## src/rtl/conv_pool2d.sv

```systemverilog
// conv_pool2d: optional ReLU then 2x2 stride-2 max pooling of a raster feature map.
// Ports: clk, reset (sync, active-high), fin_start/din_vld/din in; fout_start/dout_vld/dout/frame_abort out.
module conv_pool2d #(
  parameter int DATA_WIDTH = 8,
  parameter int FMAP_W     = 8,
  parameter int FMAP_H     = 8,
  parameter int RELU_EN    = 1
) (
  input  logic                         clk,
  input  logic                         reset,
  input  logic                         fin_start,
  input  logic                         din_vld,
  input  logic signed [DATA_WIDTH-1:0] din,
  output logic                         fout_start,
  output logic                         dout_vld,
  output logic signed [DATA_WIDTH-1:0] dout,
  output logic                         frame_abort
);

  localparam int CW = $clog2(FMAP_W);
  localparam int RW = $clog2(FMAP_H);
  localparam int LN = FMAP_W / 2;
  localparam int LW = (LN > 1) ? $clog2(LN) : 1;
  localparam logic [CW-1:0] COL_LAST = CW'(FMAP_W - 1);
  localparam logic [RW-1:0] ROW_LAST = RW'(FMAP_H - 1);

  typedef enum logic {IDLE, ACTIVE} state_t;

  state_t state;
  logic [CW-1:0] col;
  logic [CW-1:0] pc;
  logic [RW-1:0] row;
  logic [RW-1:0] pr;
  logic          acc;
  logic          start;
  logic [LW-1:0] li;

  logic signed [DATA_WIDTH-1:0] s;
  logic signed [DATA_WIDTH-1:0] held;
  logic signed [DATA_WIDTH-1:0] hmax;
  logic signed [DATA_WIDTH-1:0] lval;
  logic signed [DATA_WIDTH-1:0] vmax;
  logic signed [DATA_WIDTH-1:0] lbuf [LN];

  // A start sample is always pixel (0,0), whatever
  // the counters currently say.
  always_comb begin
    acc   = din_vld && (state == ACTIVE || fin_start);
    start = acc && fin_start;
    pc    = start ? '0 : col;
    pr    = start ? '0 : row;
    s     = (RELU_EN != 0 && din[DATA_WIDTH-1]) ? '0 : din;
    hmax  = (held > s) ? held : s;
    li    = LW'(pc >> 1);
    lval  = lbuf[li];
    vmax  = (lval > hmax) ? lval : hmax;
  end

  // Held sample and line buffer are always written
  // before being read within a frame, so no reset.
  always_ff @(posedge clk) begin
    if (acc && !reset) begin
      if (!pc[0])
        held <= s;
      else if (!pr[0])
        lbuf[li] <= hmax;
    end
  end

  always_ff @(posedge clk) begin
    if (reset) begin
      state       <= IDLE;
      col         <= '0;
      row         <= '0;
      dout        <= '0;
      dout_vld    <= 1'b0;
      fout_start  <= 1'b0;
      frame_abort <= 1'b0;
    end else begin
      dout_vld    <= 1'b0;
      fout_start  <= 1'b0;
      frame_abort <= 1'b0;
      if (acc) begin
        frame_abort <= start && state == ACTIVE &&
                       (col != '0 || row != '0);
        if (pc[0] && pr[0]) begin
          dout       <= vmax;
          dout_vld   <= 1'b1;
          fout_start <= (pr == RW'(1)) && (pc == CW'(1));
        end
        unique case (1'b1)
          (pc != COL_LAST): begin
            col   <= pc + 1'b1;
            row   <= pr;
            state <= ACTIVE;
          end
          (pc == COL_LAST && pr != ROW_LAST): begin
            col   <= '0;
            row   <= pr + 1'b1;
            state <= ACTIVE;
          end
          default: begin
            col   <= '0;
            row   <= '0;
            state <= IDLE;
          end
        endcase
      end
    end
  end

endmodule
```

## config.mk

```make
export PLATFORM = sky130hd
export DESIGN_NAME = conv_pool2d
export DESIGN_NICKNAME = d
export VERILOG_FILES = /design/src/rtl/conv_pool2d.sv
export SDC_FILE = /design/constraint.sdc
export NUM_CORES = 1
export LEC_CHECK = 0
export ABC_AREA = 0
export CORE_ASPECT_RATIO = 1.5
export CORE_MARGIN = 2
export CORE_UTILIZATION = 55
export CTS_BUF_LIST = sky130_fd_sc_hd__clkbuf_8
export CTS_CLUSTER_DIAMETER = 100
export DETAILED_ROUTE_END_ITERATION = 7
export PLACE_DENSITY = 0.74
export SLEW_MARGIN = 20
export SYNTH_ARGS = -nofsm -noshare
export SYNTH_HDL_FRONTEND = slang
export SYNTH_SLANG_ARGS = --single-unit
export TNS_END_PERCENT = 100
```

## constraint.sdc

```tcl
create_clock -name clk -period 6.9 [get_ports clk]
set_input_delay 1.38 -clock clk [delete_from_list [all_inputs] [get_ports clk]]
set_output_delay 1.38 -clock clk [all_outputs]
set_load 0.05 [all_outputs]
```

==> results.toml, run 1 <==
[clocking]
cts_setup_buffers = 0
cts_tree = "yes"
clockRootBuffer = "clkbuf_8"
cts_buffers = 5
cts.reportedPaths.clkPinSlew_ns = 0.10
hold_buffers = 0
clk_latency_ns = 0.31
numClockSinks = 52
clockBufferDepth = 2
htreeDepth = 2
post_cts_resized = 0

[synth]
ys_ff_latch = 52
synth_ff_type = "edfxtp_1"
syn_inst = 272
synth.area.top_cells = "edfxtp_1, dfxtp_1, ha_1"
synth_cell_types = 48
synthesis.nets = 304
async_flop_share_pct = 0
yosys_warnings = 0
synth_top_area_share_pct = 36.6
synth_top_cell_by_area = "edfxtp_1"
syn_avg_cell_area_um2 = 10.5
synth_edf_count = 35
ys_seq_area_share_pct = 48.5
synth_area_um2 = 2870

[final_layout]
seq_area_um2 = 1390
num_antenna_cells = 0
drive_gt1_share_pct = 12.3
multiInputGateArea_um2 = 1360
final_common_cell = "nor2_1"
mostFrequentLayoutCells = "nor2_1, edfxtp_1, inv_1"
fin_util_pct = 63.8
fillers = 428
syn_to_final_growth_pct = 13.1
layout.cells.non_filler = 361
nets = 324

[grt]
grt_use_total_pct = 23.6
grt_pass1_wl_um = 10500
gr-total-overflow = 0
antenna_found_initial = 0
grt_max_degree = 27
grt_pass1_vias = 2178

[worst_setup_path]
path_buf_inv = 4
crit_slowest_cell = "o31ai_1"
crit_chain = "clkdlybuf4s50_1 > and2b_1 > inv_1 > ha_1 > and2b_4 > o211ai_1 > a21o_2 > nand2_4 > o221ai_1 > inv_1 > ha_1 > inv_1 > a21oi_1 > o21a_1 > o31ai_1 > o21ai_1"
critPathTopFamily = "compound AO/OA/AOI/OAI gates"
critical_path_class = "in -> reg"
required_ns = 7.08
crit_path_end_kind = "flop"
r2r_slack_ns = 3.38
reg2reg_from = "held[1]"
crit_fanout = 7
arrival_ns = 5.15
worstRegToRegCells = 13
r2r_end = "dout[2]"
cp-start-kind = "primary input"
max_stage_delay_ns = 0.76
cpMostUsedCell = "inv_1"

[hold_path]
min_to = "dout[0]"
min_path_type = "reg -> reg"
holdCritStartpoint = "dout[0]"
hold_depth = 2

[sta]
setup_tns_ns = 0
min_period_ns = 4.97
finalSetupViolations = 0
finalHoldViolations = 0
rsz0062_at_grt = "false"
drv_slew = 0
max_slew_margin_pct = 25.6
finalClockSkew_ns = 0.00722
worst_slew_pin_slew_ns = 1.11
fmax_mhz = 201
period_share_pct = 72.1

[run]
maxCapViolations = 0

[floorplan]
die_area_um2 = 5820
die_h_um = 92.5
die_w_um = 63.0
fp-row-count = 32
core_area_um2 = 5080
start_util_pct = 56.4
ios = 23

[detailed_routing]
postRouteAntennaNets = 0
post-route-drc-count = 0
drtIter0Drc = 138
vias = 2120
drt_pass1_iterations = 4
drt-total-wl_um = 6370
vias_per_cell = 5.87
wl_per_cell_um = 17.6

[power_and_ir_drop]
power.switching_w = 0.000172
clockPowerShare_pct = 32.4
pwr-share-comb_pct = 15.2
pwr-share-seq_pct = 52.4
swShare_pct = 26.1
ir_drop_mv = 0.124
p_per_area_nw_per_um2 = 204
intPower_w = 0.000488
p_leak_nw = 1.23

[place]
place_hpwl_um = 4710
gp_congestion = 0.855
portBuffers = 21
dp.cells = 353

[run_status]
status = "complete, no violations"
## stage by stage
stage	instance area (µm²)	total power, W	setup slack [ns]	hold slack, ns
final	3250	0.000661	1.93	0.519
after global routing	3250	0.000686	1.69	0.540
after CTS	3250	0.000660	1.95	0.521
after detailed placement	3130	0.000453	1.61	0.500
after global placement	3130	0.000451	1.75	0.490
after floorplan	2870	0.000425	2.69	0.471
## worst max path at each step
stage,from,endpoint,cells past startpoint
floorplan,din[7],dout[0],15
global placement,din[7],dout[6],16
detailed placement,din[7],dout[4],16
CTS,din[7],dout[2],16
global route,din[7],dout[4],16
finish,din[7],dout[2],16
## metal layers
metal  routed length [µm]  up-vias  global-route usage, %
met4                  265        0                   12.8
li1                     -     1035                      -
met1                 2530     1023                   26.1
met2                 3410       46                   42.9
met5                    0        -                      0
met3                  162       16                   3.52
## cells in the mapped netlist, types with 2 or more instances
library cell,instances
o221ai_2,6
and2_1,3
o221a_2,7
nor2_1,37
nor3b_1,2
a22oi_1,8
nor3_1,11
a21oi_1,18
buf_2,4
a21o_1,3
mux2i_1,8
and2b_1,4
ha_1,20
edfxtp_1,35
nand2_1,16
nand3_1,2
clkbuf_1,4
dfxtp_1,17
inv_1,21
nor2b_1,3
nor4_1,2
and2b_2,2
o21ai_1,14
## worst min-delay path: stages (launching register included)
cell and delay (ns):
dfxtp_1 0.34, a22oi_1 0.08, o21ai_1 0.07
## logic make-up after synthesis
family | Yosys count | synth area share, %
buf+inv | 30 | 4.23
other cells | 1 | 0.131
flops | 52 | 48.5
mux | 8 | 2.79
compound gates | 67 | 18.8
fa+ha+maj | 20 | 8.72
simple gates | 94 | 16.9
## sequential cells by signal, summed over array words and instances, names as in the netlist
register and flops:
row 3, fout_start 1, lbuf 28, dout 7
state 1, held 7, col 3, frame_abort 1
dout_vld 1
## cell type report
type                       count  share of cell area [%]
tap                           68                    2.62
multi-input combinational    190                    41.9
clock inverter                 3                    1.31
timing repair buffer          22                    6.71
sequential                    52                    42.9
inverter                      21                    2.43
clock buffer                   5                    2.12
## power by group through the flow
| stage | Clock [W] | Sequential (W) | Combinational, W |
|---|---|---|---|
| detailed placement | 0 | 0.000353 | 0.000100 |
| floorplan | 0 | 0.000348 | 0.0000765 |
| finish | 0.000214 | 0.000346 | 0.000100 |
| global placement | 0 | 0.000353 | 0.0000978 |
| CTS | 0.000213 | 0.000346 | 0.000101 |
| global route | 0.000227 | 0.000347 | 0.000112 |
Note: power is estimated with default switching activity, not from simulation.
==> run 2: changes to the inputs <==
Clock period 6.9 ns to 4.6 ns, I/O delays scaled along.
==> run 2 against run 1 <==
Net effect:
- setup slack got worse by 1.5 ns
- clock power up 47%
- register-to-register slack lost 2.0 ns
- critical path type unchanged
- flip-flop and latch count unchanged
- largest cell class unchanged
- critical path depth stayed put
- global-route usage is essentially flat
- sequential power is 50% higher
- routed wire length grew 0.88%
==> results.toml, run 2 (same netlist as run 1, synthesis figures left out) <==
[power_and_ir_drop]
swShare_pct = 25.6
p_leak_nw = 1.28
power_w = 0.00100
power.switching_w = 0.000256
clockPowerShare_pct = 31.5
pwr-share-comb_pct = 16.6
ir_drop_mv = 0.186
intPower_w = 0.000744
p_per_area_nw_per_um2 = 300
pwr-share-seq_pct = 51.9

[clocking]
cts_setup_buffers = 0
hold_buffers = 0
cts_tree = "yes"
clk_latency_ns = 0.31
clockRootBuffer = "clkbuf_8"
htreeDepth = 2
numClockSinks = 52
cts_buffers = 5
cts.reportedPaths.clkPinSlew_ns = 0.09
clockBufferDepth = 2

[grt]
grt_max_degree = 27
grt_use_total_pct = 23.6
antenna_found_initial = 0
grt_pass1_vias = 2234
gr-total-overflow = 0
grt_pass1_wl_um = 10500

[sta]
min_period_ns = 4.22
rsz0062_at_grt = "false"
finalSetupViolations = 0
finalHoldViolations = 0
finalClockSkew_ns = 0.0101
fmax_mhz = 237
worst_slew_pin_slew_ns = 1.01
drv_slew = 0
period_share_pct = 91.8
fin_ws_ns = 0.376
max_slew_margin_pct = 32.8

[final_layout]
nets = 336
syn_to_final_growth_pct = 16.3
num_antenna_cells = 0
reg.largest.list = "lbuf x28, dout x7, held x7"
mostFrequentLayoutCells = "nor2_1, edfxtp_1, inv_1"
drive_gt1_share_pct = 15.7
largest_reg_flops = 28
regMostFlops = "lbuf"
final_common_cell = "nor2_1"

[worst_setup_path]
crit_fanout = 7
cp-start-kind = "primary input"
crit_path_end_kind = "flop"
critical_path_class = "in -> reg"
required_ns = 4.79
arrival_ns = 4.41

[detailed_routing]
drt_pass1_iterations = 4
wl_per_cell_um = 17.2
vias = 2196
drt-total-wl_um = 6420
vias_per_cell = 5.89
drtIter0Drc = 67
post-route-drc-count = 0
postRouteAntennaNets = 0

[place]
portBuffers = 21
place_hpwl_um = 4890
gp_congestion = 0.930
post-place-ws_ns = -0.0359

[floorplan]
die_area_um2 = 5820
ios = 23
fp-row-count = 32
core_area_um2 = 5080
die_h_um = 92.5
die_w_um = 63.0
start_util_pct = 56.4

[hold_path]
min_path_type = "reg -> reg"

[run_status]
status = "complete, no violations"

[run]
maxCapViolations = 0
## run 2: changes by cell type in the layout (fill, tap and decap cells not counted), sizes merged
| cell | delta |
|---|---|
| buf | +12 |
## run 2: critical path, stage by stage
cell	delay [ns]
clkdlybuf4s50_1	0.47
and2b_1	0.32
inv_1	0.07
ha_1	0.32
and2b_4	0.19
o311ai_4	0.38
nor3_1	0.10
o21ai_1	0.17
o221ai_2	0.16
ha_1	0.31
nand3_1	0.12
nor3_1	0.38
a211o_1	0.20
a21oi_4	0.06
a22oi_1	0.16
o21ai_1	0.08
## run 2: layer usage
layer,vias to the layer above,GRT usage (%),share of wire (%)
met5,-,0,0
met4,0,11.5,3.5
met3,17,3.65,2.3
met2,45,47.0,56
met1,1069,22.9,38
li1,1065,-,-
## run 2: power groups by stage
stage               clock network (W)  logic (W)  registers, W
floorplan                           0   0.000115      0.000523
global placement                    0   0.000161      0.000529
detailed placement                  0   0.000165      0.000530
CTS                          0.000320   0.000166      0.000519
global route                 0.000336   0.000185      0.000520
finish                       0.000315   0.000166      0.000519
## run 2: timing repair
item / CTS / global route
gates resized for setup: 0 / 1
setup endpoints to repair: 0 / 7
hold endpoints to repair: 0 / 0
## run 2: cell type report
type	count	area, µm²
Fill cell	445	1750
Sequential cell	52	1390
Multi-Input combinational cell	190	1360
Timing Repair Buffer	34	308
Tap cell	68	85.1
Inverter	21	78.8
Clock buffer	5	68.8
Clock inverter	3	42.5
## run 2: final timing paths
kind,from,to,slack (ns),depth (start not counted)
min reg2reg,dout[0],dout[0],0.52,2
max reg2reg,held[1],dout[2],1.37,13
max,din[7],dout[2],0.38,16
min,dout[0],dout[0],0.52,2
## run 2: metrics by stage
stage               hold WS [ns]  TNS (ns)  utilization, %  std cells  instance area, µm²
floorplan                  0.471         0               -        272                2870
global placement           0.491   -0.0549            63.3        365                3220
detailed placement         0.492    -0.158            63.3        365                3220
CTS                        0.515         0            65.5        373                3330
global route               0.542         0            65.6        373                3340
finish                     0.517         0            65.6        373                3340
